==> config.mk <==
export PLATFORM = sky130hd
export DESIGN_NAME = debug_bp_unit_flat
export DESIGN_NICKNAME = d
export VERILOG_FILES = /design/src/rtl/debug_bp_if.sv /design/src/rtl/debug_bp_unit.sv /design/src/flat_wrapper.sv
export SDC_FILE = /design/constraint.sdc
export NUM_CORES = 1
export LEC_CHECK = 0
export BUFFER_PORTS_ARGS = -buffer_cell sky130_fd_sc_hd__buf_2
export CAP_MARGIN = 10
export CORE_UTILIZATION = 56
export DETAILED_ROUTE_END_ITERATION = 10
export GPL_TIMING_DRIVEN = 0
export PLACE_DENSITY_LB_ADDON = 0.08
export SLEW_MARGIN = 20
export SYNTH_ARGS = -nofsm -noshare
export SYNTH_HDL_FRONTEND = slang
export SYNTH_SLANG_ARGS = --single-unit
==> constraint.sdc <==
create_clock -name clk -period 2.85 [get_ports clk]
set_input_delay 0 -clock clk [delete_from_list [all_inputs] [get_ports clk]]
set_output_delay 0 -clock clk [all_outputs]
set_load 0.01 [all_outputs]
==> src/rtl/debug_bp_if.sv <==
// Debug/breakpoint bus: config writes, commit stream, halt/step control
// and the status outputs of debug_bp_unit.
interface debug_bp_if #(
    parameter int NUM_BP = 8,
    parameter int ADDR_W = 64,
    parameter int IDX_W  = 3,
    parameter int PART_W = 3,
    parameter int CNT_W  = 16
);
    logic              cfg_set;
    logic              cfg_clear;
    logic [IDX_W-1:0]  cfg_index;
    logic [PART_W-1:0] cfg_part;
    logic [7:0]        cfg_value;
    logic              halt_req;
    logic              step_req;
    logic              commit_valid;
    logic [ADDR_W-1:0] commit_pc;
    logic              debug_flag;
    logic              debug_step;
    logic [NUM_BP-1:0] bp_valid;
    logic [NUM_BP-1:0] bp_get;
    logic              bp_happen;
    logic [IDX_W-1:0]  bp_hit_idx;
    logic [CNT_W-1:0]  halt_cnt;
    logic [1:0]        state;

    modport master (
        output cfg_set, cfg_clear, cfg_index, cfg_part, cfg_value,
        output halt_req, step_req, commit_valid, commit_pc,
        input  debug_flag, debug_step, bp_valid, bp_get,
        input  bp_happen, bp_hit_idx, halt_cnt, state
    );

    modport slave (
        input  cfg_set, cfg_clear, cfg_index, cfg_part, cfg_value,
        input  halt_req, step_req, commit_valid, commit_pc,
        output debug_flag, debug_step, bp_valid, bp_get,
        output bp_happen, bp_hit_idx, halt_cnt, state
    );
endinterface

==> src/rtl/debug_bp_unit.sv <==
// PC breakpoint table plus RUN/HALT/STEP controller that stalls the core,
// issues single-step pulses and resumes past the breakpoint it hit.
module debug_bp_unit #(
    parameter int NUM_BP = 8,
    parameter int ADDR_W = 64,
    parameter int IDX_W  = 3,
    parameter int PART_W = 3,
    parameter int CNT_W  = 16
) (
    input logic       clk,
    input logic       rstn,
    debug_bp_if.slave bus
);
    typedef enum logic [1:0] {
        S_RUN  = 2'd0,
        S_HALT = 2'd1,
        S_STEP = 2'd2
    } state_t;

    localparam int NBYTE = ADDR_W / 8;

    state_t            r_state, w_next;
    logic [ADDR_W-1:0] r_entry [NUM_BP];
    logic [NUM_BP-1:0] r_valid;
    logic [NUM_BP-1:0] w_get;
    logic [IDX_W-1:0]  r_hit_idx, w_low_idx;
    logic [CNT_W-1:0]  r_cnt;
    logic              r_skip, r_hreq_q, r_flag, r_step, r_happen;
    logic              w_hit, w_happen, w_step, w_inc, w_resume;

    // Clear beats set; indices beyond NUM_BP never match any entry.
    always_ff @(posedge clk or negedge rstn) begin
        if (!rstn) begin
            for (int i = 0; i < NUM_BP; i++) r_entry[i] <= '0;
            r_valid <= '0;
        end else begin
            for (int i = 0; i < NUM_BP; i++) begin
                if (bus.cfg_index == IDX_W'(i)) begin
                    if (bus.cfg_clear) begin
                        r_entry[i] <= '0;
                        r_valid[i] <= 1'b0;
                    end else if (bus.cfg_set) begin
                        r_valid[i] <= 1'b1;
                        for (int b = 0; b < NBYTE; b++) begin
                            if (bus.cfg_part == PART_W'(b))
                                r_entry[i][8*b +: 8] <= bus.cfg_value;
                        end
                    end
                end
            end
        end
    end

    always_comb begin
        w_get = '0;
        for (int i = 0; i < NUM_BP; i++)
            w_get[i] = bus.commit_valid & r_valid[i] &
                       (bus.commit_pc == r_entry[i]);
    end

    always_comb begin
        w_low_idx = '0;
        for (int i = NUM_BP - 1; i >= 0; i--)
            if (w_get[i]) w_low_idx = IDX_W'(i);
    end

    assign w_hit = (|w_get) & ~r_skip;

    always_comb begin
        w_next   = r_state;
        w_happen = 1'b0;
        w_step   = 1'b0;
        w_inc    = 1'b0;
        w_resume = 1'b0;
        unique case (r_state)
            S_RUN: begin
                if (w_hit) begin
                    w_next   = S_HALT;
                    w_happen = 1'b1;
                end else if (bus.halt_req) begin
                    w_next = S_HALT;
                end
                w_inc = (w_next == S_HALT);
            end
            S_HALT: begin
                if (bus.step_req) begin
                    w_next = S_STEP;
                    w_step = 1'b1;
                end else if (r_hreq_q & ~bus.halt_req) begin
                    w_next   = S_RUN;
                    w_resume = 1'b1;
                end
            end
            S_STEP: begin
                if (bus.commit_valid) w_next = S_HALT;
            end
            default: w_next = S_RUN;
        endcase
    end

    always_ff @(posedge clk or negedge rstn) begin
        if (!rstn) begin
            r_state   <= S_RUN;
            r_flag    <= 1'b0;
            r_step    <= 1'b0;
            r_happen  <= 1'b0;
            r_hit_idx <= '0;
            r_cnt     <= '0;
            r_skip    <= 1'b0;
            r_hreq_q  <= 1'b0;
        end else begin
            r_state  <= w_next;
            r_flag   <= (w_next != S_RUN);
            r_step   <= w_step;
            r_happen <= w_happen;
            r_hreq_q <= bus.halt_req;
            if (w_happen) r_hit_idx <= w_low_idx;
            if (w_inc && (r_cnt != '1)) r_cnt <= r_cnt + CNT_W'(1);
            // Lets the halted instruction retire once after resume.
            if (w_resume) r_skip <= 1'b1;
            else if (bus.commit_valid) r_skip <= 1'b0;
        end
    end

    assign bus.debug_flag = r_flag;
    assign bus.debug_step = r_step;
    assign bus.bp_valid   = r_valid;
    assign bus.bp_get     = w_get;
    assign bus.bp_happen  = r_happen;
    assign bus.bp_hit_idx = r_hit_idx;
    assign bus.halt_cnt   = r_cnt;
    assign bus.state      = r_state;
endmodule
==> src/flat_wrapper.sv <==
// flat-port wrapper written by rule: the top's interface ports become plain ports
module debug_bp_unit_flat 
#(
    parameter int NUM_BP = 8,
    parameter int ADDR_W = 64,
    parameter int IDX_W  = 3,
    parameter int PART_W = 3,
    parameter int CNT_W  = 16
)
  (clk, rstn, bus_cfg_set, bus_cfg_clear, bus_cfg_index, bus_cfg_part, bus_cfg_value, bus_halt_req, bus_step_req, bus_commit_valid, bus_commit_pc, bus_debug_flag, bus_debug_step, bus_bp_valid, bus_bp_get, bus_bp_happen, bus_bp_hit_idx, bus_halt_cnt, bus_state);
  debug_bp_if #(.NUM_BP(NUM_BP), .ADDR_W(ADDR_W), .IDX_W(IDX_W), .PART_W(PART_W), .CNT_W(CNT_W)) bus_i ();
  input logic clk;
  input logic rstn;
  input wire logic [$bits(bus_i.cfg_set)-1:0] bus_cfg_set;
  input wire logic [$bits(bus_i.cfg_clear)-1:0] bus_cfg_clear;
  input wire logic [$bits(bus_i.cfg_index)-1:0] bus_cfg_index;
  input wire logic [$bits(bus_i.cfg_part)-1:0] bus_cfg_part;
  input wire logic [$bits(bus_i.cfg_value)-1:0] bus_cfg_value;
  input wire logic [$bits(bus_i.halt_req)-1:0] bus_halt_req;
  input wire logic [$bits(bus_i.step_req)-1:0] bus_step_req;
  input wire logic [$bits(bus_i.commit_valid)-1:0] bus_commit_valid;
  input wire logic [$bits(bus_i.commit_pc)-1:0] bus_commit_pc;
  output wire logic [$bits(bus_i.debug_flag)-1:0] bus_debug_flag;
  output wire logic [$bits(bus_i.debug_step)-1:0] bus_debug_step;
  output wire logic [$bits(bus_i.bp_valid)-1:0] bus_bp_valid;
  output wire logic [$bits(bus_i.bp_get)-1:0] bus_bp_get;
  output wire logic [$bits(bus_i.bp_happen)-1:0] bus_bp_happen;
  output wire logic [$bits(bus_i.bp_hit_idx)-1:0] bus_bp_hit_idx;
  output wire logic [$bits(bus_i.halt_cnt)-1:0] bus_halt_cnt;
  output wire logic [$bits(bus_i.state)-1:0] bus_state;
  assign bus_i.cfg_set = bus_cfg_set;
  assign bus_i.cfg_clear = bus_cfg_clear;
  assign bus_i.cfg_index = bus_cfg_index;
  assign bus_i.cfg_part = bus_cfg_part;
  assign bus_i.cfg_value = bus_cfg_value;
  assign bus_i.halt_req = bus_halt_req;
  assign bus_i.step_req = bus_step_req;
  assign bus_i.commit_valid = bus_commit_valid;
  assign bus_i.commit_pc = bus_commit_pc;
  assign bus_debug_flag = bus_i.debug_flag;
  assign bus_debug_step = bus_i.debug_step;
  assign bus_bp_valid = bus_i.bp_valid;
  assign bus_bp_get = bus_i.bp_get;
  assign bus_bp_happen = bus_i.bp_happen;
  assign bus_bp_hit_idx = bus_i.bp_hit_idx;
  assign bus_halt_cnt = bus_i.halt_cnt;
  assign bus_state = bus_i.state;
  debug_bp_unit #(.NUM_BP(NUM_BP), .ADDR_W(ADDR_W), .IDX_W(IDX_W), .PART_W(PART_W), .CNT_W(CNT_W)) u_core (.clk(clk), .rstn(rstn), .bus(bus_i));
endmodule
==> reports/qor.csv, run 1 <==
metric;value;unit
cp.required;3390;ps
register_area;13700;µm²
cts_tree;yes;
finalHoldViolations;0;
powerDensity;720;nW/µm²
nets;3037;
yosys_warnings;0;
wirelength;112;mm
vdd_drop_max;0.000693;V
worstSetupPathDepth;11;
grt_pass1_vias;21805;
insertion_delay;640;ps
crit_family;simple AND/OR/NAND/NOR gates;
viasPerCell;6.44;
cp-end-kind;flop;
cts_sinks;546;
clock_skew;19.0;ps
cp_max_fo;7;
synth_cells;2805;
grt_pass1_wl;157;mm
ant_nets;0;
path_cells;xor2_1, nor4_2, nand3_1, or4_4, o2bb2a_4, a41oi_4, or2_1, buf_6, buf_8, nand4_1, xnor2_1;
ys_seq_area_share;51.8;%
grt_setup_unrepaired;yes;
setup_viol;15;
synth_top_cell_by_area;dfrtp_1;
fillers;3980;
reg2reg_slack;-150;ps
initialDrtViolationCount;3204;
p_switching;0.00680;W
synth-seq-cells;546;
period_share;105;%
maxSlewViolCount;0;
fmax;333;MHz
combPwrFrac;18.6;%
min_period;3000;ps
track_usage;47.4;%
grt_max_degree;106;
die_w;219;µm
clk_pin_slew;60;ps
worstPathBufferInverterCount;2;
die_area;48000;µm²
relSlewSlack;15.3;%
drt_pass1_iterations;6;
place_congestion;0.993;
setup_tns;-1000;ps
synth_flop_cell;dfrtp_1;
synthesis.area;26400;µm²
port_buffers;63;
critPathSlowestCell;or4_4;
initial_core_util;56.8;%
fp-row-count;79;
core_area;46500;µm²
overflow;0;
drive_above_1_share;10.6;%
cts_max_path_buffers;3;
route.detailed.drc;0;
synth_top_area_share;51.8;%
layout_setup_ws;-151;ps
synth.avg_cell_area;9.40;µm²
clockPowerShare;35.6;%
leakage;13.6;nW
cp.arrival;3540;ps
io_pins;125;
p_sw_share;31.3;%
htreeDepth;2;
antenna_found_initial;3;
dp_hpwl;73.4;mm
syn_nets;2891;
cts_buffers;57;
critPathKind;reg -> reg;
synthTopCellsByArea;dfrtp_1, xor2_1, o21ai_0;
ys_types;73;
whs;29.2;ps
multi_input_area;12100;µm²
failed_checks;negative setup slack;
die_h;219;µm
status;complete, but fails checks;
synth_edf_count;0;
clock-root-buffer;clkbuf_16;
seqPwrFrac;45.9;%
hold_class;in -> async;
syn_to_final_growth;14.3;%
ff2ff_path_depth;11;
critPathLaunchType;flop;
worst_slew_pin_slew;1270;ps
wl_per_cell;31.1;µm
async_reset_ff_share;100;%
slowest_delay;620;ps
p_int;0.0149;W
dr_total_vias;23175;
drv_cap;0;
-- state kept, by name, indices dropped and copies added, names as in the netlist --
signal and count:
u_core.r_hreq_q 1, u_core.bus.debug_flag 1, u_core.bus.halt_cnt 16, u_core.bus.bp_valid 8
u_core.bus.state 2, u_core.r_skip 1, u_core.bus.bp_happen 1, u_core.r_entry 512
u_core.bus.bp_hit_idx 3, u_core.bus.debug_step 1
-- per-stage QoR --
step	std cells	area, µm²	setup WS (ps)	total power, W	utilization, %
floorplan	2805	26400	204	0.0121	-
global placement	3475	27500	-9280	0.0136	59.1
detailed placement	3483	27700	-871	0.0138	59.5
CTS	3592	29900	-64.0	0.0214	64.3
global route	3598	30100	-251	0.0224	64.9
finish	3599	30100	-151	0.0217	64.9
-- power groups by stage --
stage / sequential, W / clock, W / combinational (W)
after floorplan: 0.00978 / 0 / 0.00234
after global placement: 0.00998 / 0 / 0.00362
after detailed placement: 0.0100 / 0 / 0.00373
after CTS: 0.00990 / 0.00768 / 0.00384
after global routing: 0.0101 / 0.00799 / 0.00435
final: 0.00995 / 0.00771 / 0.00403
-- final cells by class --
cell class | count | area share [%]
Multi-Input combinational cell | 2007 | 40.1
Timing Repair Buffer | 87 | 2.20
Tap cell | 607 | 2.52
Clock inverter | 12 | 0.577
Buffer | 198 | 2.90
Inverter | 54 | 0.672
Antenna cell | 1 | 0.00830
Sequential cell | 546 | 45.3
Clock buffer | 87 | 5.68
-- per-layer routing --
| layer | global-route usage, % | wire, µm | up-vias |
|---|---|---|---|
| met4 | 35.2 | 9600 | 0 |
| li1 | - | - | 9728 |
| met2 | 66.8 | 46200 | 1663 |
| met1 | 61.7 | 41100 | 11360 |
| met3 | 14.0 | 15100 | 424 |
| met5 | 0 | 0 | - |
-- repair_timing --
item	in CTS	in global routing
pin swaps	10	29
hold endpoints to repair	349	0
setup buffers	4	5
hold buffers	6	0
gates cloned	0	1
setup endpoints to repair	27	20
gates resized for setup	45	34
-- cell usage after synthesis (23+ instances only) --
master and count:
clkbuf_1 130, inv_1 50, nor2b_1 56, nand4_1 48
nand2b_1 47, o21ai_0 516, xor2_1 302, nand2_1 611
nor2_1 23, xnor2_1 116, a21oi_1 29, nor4_1 81
dfrtp_1 546, buf_2 49
-- worst register-to-register path: stages, from the launching register on --
cell and delay [ps]:
dfrtp_1 390, xor2_1 160, nor4_2 370, nand3_1 190, or4_4 620, o2bb2a_4 270
a41oi_4 150, or2_1 150, buf_6 150, buf_8 120, nand4_1 110, xnor2_1 220
-- logic make-up after synthesis --
family,synth area share (%)
buffers and inverters,4.05
and+or+nand+nor,16.4
AOI/OAI and AO/OA,13.7
xor gates and xnor gates,13.9
muxes,0.0569
DFF,51.8
adders and majority gates,0.0474
-- final timing paths --
check / startpoint / end
setup / recovery: u_core.r_entry[430]$_DFFE_PN0P_ / u_core.bus.halt_cnt[14]$_DFFE_PN0P_
hold / removal: rstn / u_core.r_entry[204]$_DFFE_PN0P_
setup reg to reg: u_core.r_entry[430]$_DFFE_PN0P_ / u_core.bus.halt_cnt[14]$_DFFE_PN0P_
hold reg to reg: u_core.r_entry[510]$_DFFE_PN0P_ / u_core.r_entry[510]$_DFFE_PN0P_
max in group asynchronous: rstn / u_core.r_entry[366]$_DFFE_PN0P_
min in group clk: bus_halt_req / u_core.r_hreq_q$_DFF_PN0_
-- layout by cell type (no fill, tap or decap), drive strengths merged, types with 5 or more instances in the layout --
| master | count |
|---|---|
| and3 | 9 |
| o22ai | 12 |
| xnor2 | 116 |
| o2111ai | 7 |
| o2111a | 6 |
| xor2 | 302 |
| nand2b | 47 |
| nand2 | 612 |
| nand4 | 49 |
| o21ai | 516 |
| nand3 | 15 |
| inv | 56 |
| nor2 | 23 |
| dfrtp | 546 |
| nor3 | 13 |
| nor2b | 56 |
| a221oi | 9 |
| or4 | 7 |
| clkinv | 5 |
| a21oi | 29 |
| dlygate4sd3 | 5 |
| nor4 | 81 |
| and2 | 7 |
| a2111oi | 17 |
| buf | 148 |
| clkbuf | 219 |
(Power assumes the default switching activity.)
==> run 2, diff against run 1 <==
SKIP_LAST_GASP = 1   (was default)
==> run 2 against run 1 <==
Compared with the run above: the run ends with design-rule violations, negative setup slack left; via count decreased by 0.11%; highest routed layer unchanged; critical endpoint unchanged; clock skew barely moved; combinational power hardly changed; largest cell class unchanged.
==> reports/qor.csv, run 2 (synthesized netlist as in run 1, its figures left out) <==
metric;value;unit;change
status;complete, but fails checks;;
failed_checks;design-rule violations, negative setup slack;;
track_usage;47.4;%;unchanged
wl_per_cell;31.1;µm;+0.11%
cts_tree;yes;;
min_period;3050;ps;+48.2 ps
drive_above_1_share;10.6;%;unchanged
nets;3037;;unchanged
layout_setup_ws;-199;ps;-48.2 ps
initialDrtViolationCount;3279;;+2.3%
cts_max_path_buffers;3;;unchanged
critPathLaunchType;flop;;
largest_reg_flops;512;;unchanged
wirelength;112;mm;about the same
grt_pass1_wl;157;mm;unchanged
clock-root-buffer;clkbuf_16;;
dp_hpwl;73.4;mm;unchanged
die_h;219;µm;unchanged
ant_nets;0;;unchanged
port_buffers;63;;unchanged
fmax;328;MHz;-1.6%
htreeDepth;2;;unchanged
initial_core_util;56.8;%;unchanged
worstPathBufferInverterCount;3;;+1
vdd_drop_max;0.000693;V;about the same
antenna_found_initial;3;;unchanged
place_congestion;0.993;;unchanged
clockPowerShare;35.6;%;about the same
mostFrequentLayoutCell;nand2_1;;
crit_family;simple AND/OR/NAND/NOR gates;;
path_cells;xor2_1, nor4_2, nand4_1, nor4_2, buf_4, o2bb2a_4, a41oi_4, or2_1, buf_6, buf_8, nand4_1, xnor2_1;;
seqPwrFrac;45.8;%;about the same
p_int;0.0149;W;about the same
setup_viol;17;;+2
die_area;48000;µm²;unchanged
hold_class;in -> async;;
met2_usage;66.8;%;unchanged
syn_to_final_growth;14.2;%;about the same
io_pins;125;;unchanged
dpl.cell_count;3483;;unchanged
cp-end-kind;flop;;
fillers;3981;;+0.025%
postLayoutCellArea;30100;µm²;about the same
use_met3;14.0;%;unchanged
p_sw_share;31.4;%;+0.048 points
use_met1;61.7;%;unchanged
cp.arrival;3590;ps;+50 ps
setup_tns;-1700;ps;-700 ps
mostFrequentLayoutCells;nand2_1, dfrtp_1, o21ai_0, xor2_1, clkbuf_1;;
critPathSlowestCell;nor4_2;;
route.detailed.drc;2;;+2
finalHoldViolations;0;;unchanged
overflow;0;;unchanged
p_switching;0.00681;W;+0.21%
insertion_delay;640;ps;about the same
maxSlewViolCount;0;;unchanged
slowest_delay;470;ps;-150 ps
cp_max_fo;7;;unchanged
combPwrFrac;18.6;%;about the same
final_cells;3598;;-0.028%
place_area;27700;µm²;unchanged
cts_buffers;57;;unchanged
drt_pass1_iterations;9;;+3
drv_cap;0;;unchanged
grt.busiest_layer;met2;;
viasPerCell;6.43;;about the same
powerDensity;720;nW/µm²;+0.11%
grt_max_degree;106;;unchanged
critPathKind;reg -> reg;;
leakage;13.6;nW;about the same
core_area;46500;µm²;unchanged
cts_sinks;546;;unchanged
cp.required;3390;ps;about the same
dr_total_vias;23149;;-0.11%
relSlewSlack;13.0;%;-2.3 points
period_share;107;%;+1.7 points
die_w;219;µm;unchanged
whs;23.3;ps;-5.91 ps
worst_slew_pin_slew;1300;ps;+34.5 ps
antenna_cells;0;;-1
clock_skew;19.1;ps;+0.115 ps
clk_pin_slew;60;ps;about the same
regMostFlops;u_core.r_entry;;
grt_setup_unrepaired;yes;;
fp-row-count;79;;unchanged
grt_pass1_vias;21805;;unchanged
==> run 2: changes by cell type in the layout (fill, tap and decap cells not counted), sizes merged <==
cell   before  now
diode       1    0
==> run 2: final timing paths <==
kind | start | end | slack [ps] | cells after the start
worst min register to register | u_core.r_entry[510]$_DFFE_PN0P_ | u_core.r_entry[510]$_DFFE_PN0P_ | 480 | 2
worst max-delay path | u_core.r_entry[374]$_DFFE_PN0P_ | u_core.bus.halt_cnt[14]$_DFFE_PN0P_ | -200 | 12
worst max register to register | u_core.r_entry[374]$_DFFE_PN0P_ | u_core.bus.halt_cnt[14]$_DFFE_PN0P_ | -200 | 12
max in group asynchronous | rstn | u_core.r_entry[362]$_DFFE_PN0P_ | 1830 | 4
min in group clk | bus_halt_req | u_core.r_hreq_q$_DFF_PN0_ | 70 | 2
worst min-delay path | rstn | u_core.r_entry[204]$_DFFE_PN0P_ | 20 | 3
==> run 2: layer usage <==
| metal | vias up | part of all wire (%) |
|---|---|---|
| met5 | - | 0 |
| met4 | 0 | 8.4 |
| met3 | 405 | 13 |
| met2 | 1619 | 41 |
| met1 | 11392 | 37 |
| li1 | 9733 | - |
==> run 2: through the flow <==
step	setup WS (ps)	total power (W)	utilization [%]
6_report	-199	0.0217	64.9
2_1_floorplan	204	0.0121	-
4_1_cts	-64.0	0.0214	64.3
5_1_grt	-251	0.0224	64.9
3_3_place_gp	-9280	0.0136	59.1
3_5_place_dp	-871	0.0138	59.5
==> run 2: repair_timing <==
action,in CTS,in global routing
hold endpoints to repair,349,0
cloned,0,1
resized for setup,45,32
pin swaps,10,27
hold buffers,6,0
endpoints found under the setup margin,27,20
buffers inserted,4,5
==> run 2: power by group through the flow <==
stage                     clock network, W  registers [W]  logic, W
final                              0.00773        0.00995   0.00403
after global routing               0.00799         0.0101   0.00435
after CTS                          0.00768        0.00990   0.00384
after detailed placement                 0         0.0100   0.00373
after global placement                   0        0.00998   0.00362
after floorplan                          0        0.00978   0.00234
==> run 2: tightest hold or removal path, stage by stage <==
cell and delay, ps:
dlygate4sd3_1 570, buf_8 180, buf_16 290
==> run 2: final cells by class <==
class,count,area [µm²],area share [%]
inverter,54,203,0.673
clock buffer,87,1710,5.68
clock inverter,12,174,0.577
multi-input combinational,2007,12100,40.1
timing repair buffer,87,663,2.20
sequential,546,13700,45.3
buffer,198,875,2.90
tap,607,759,2.52
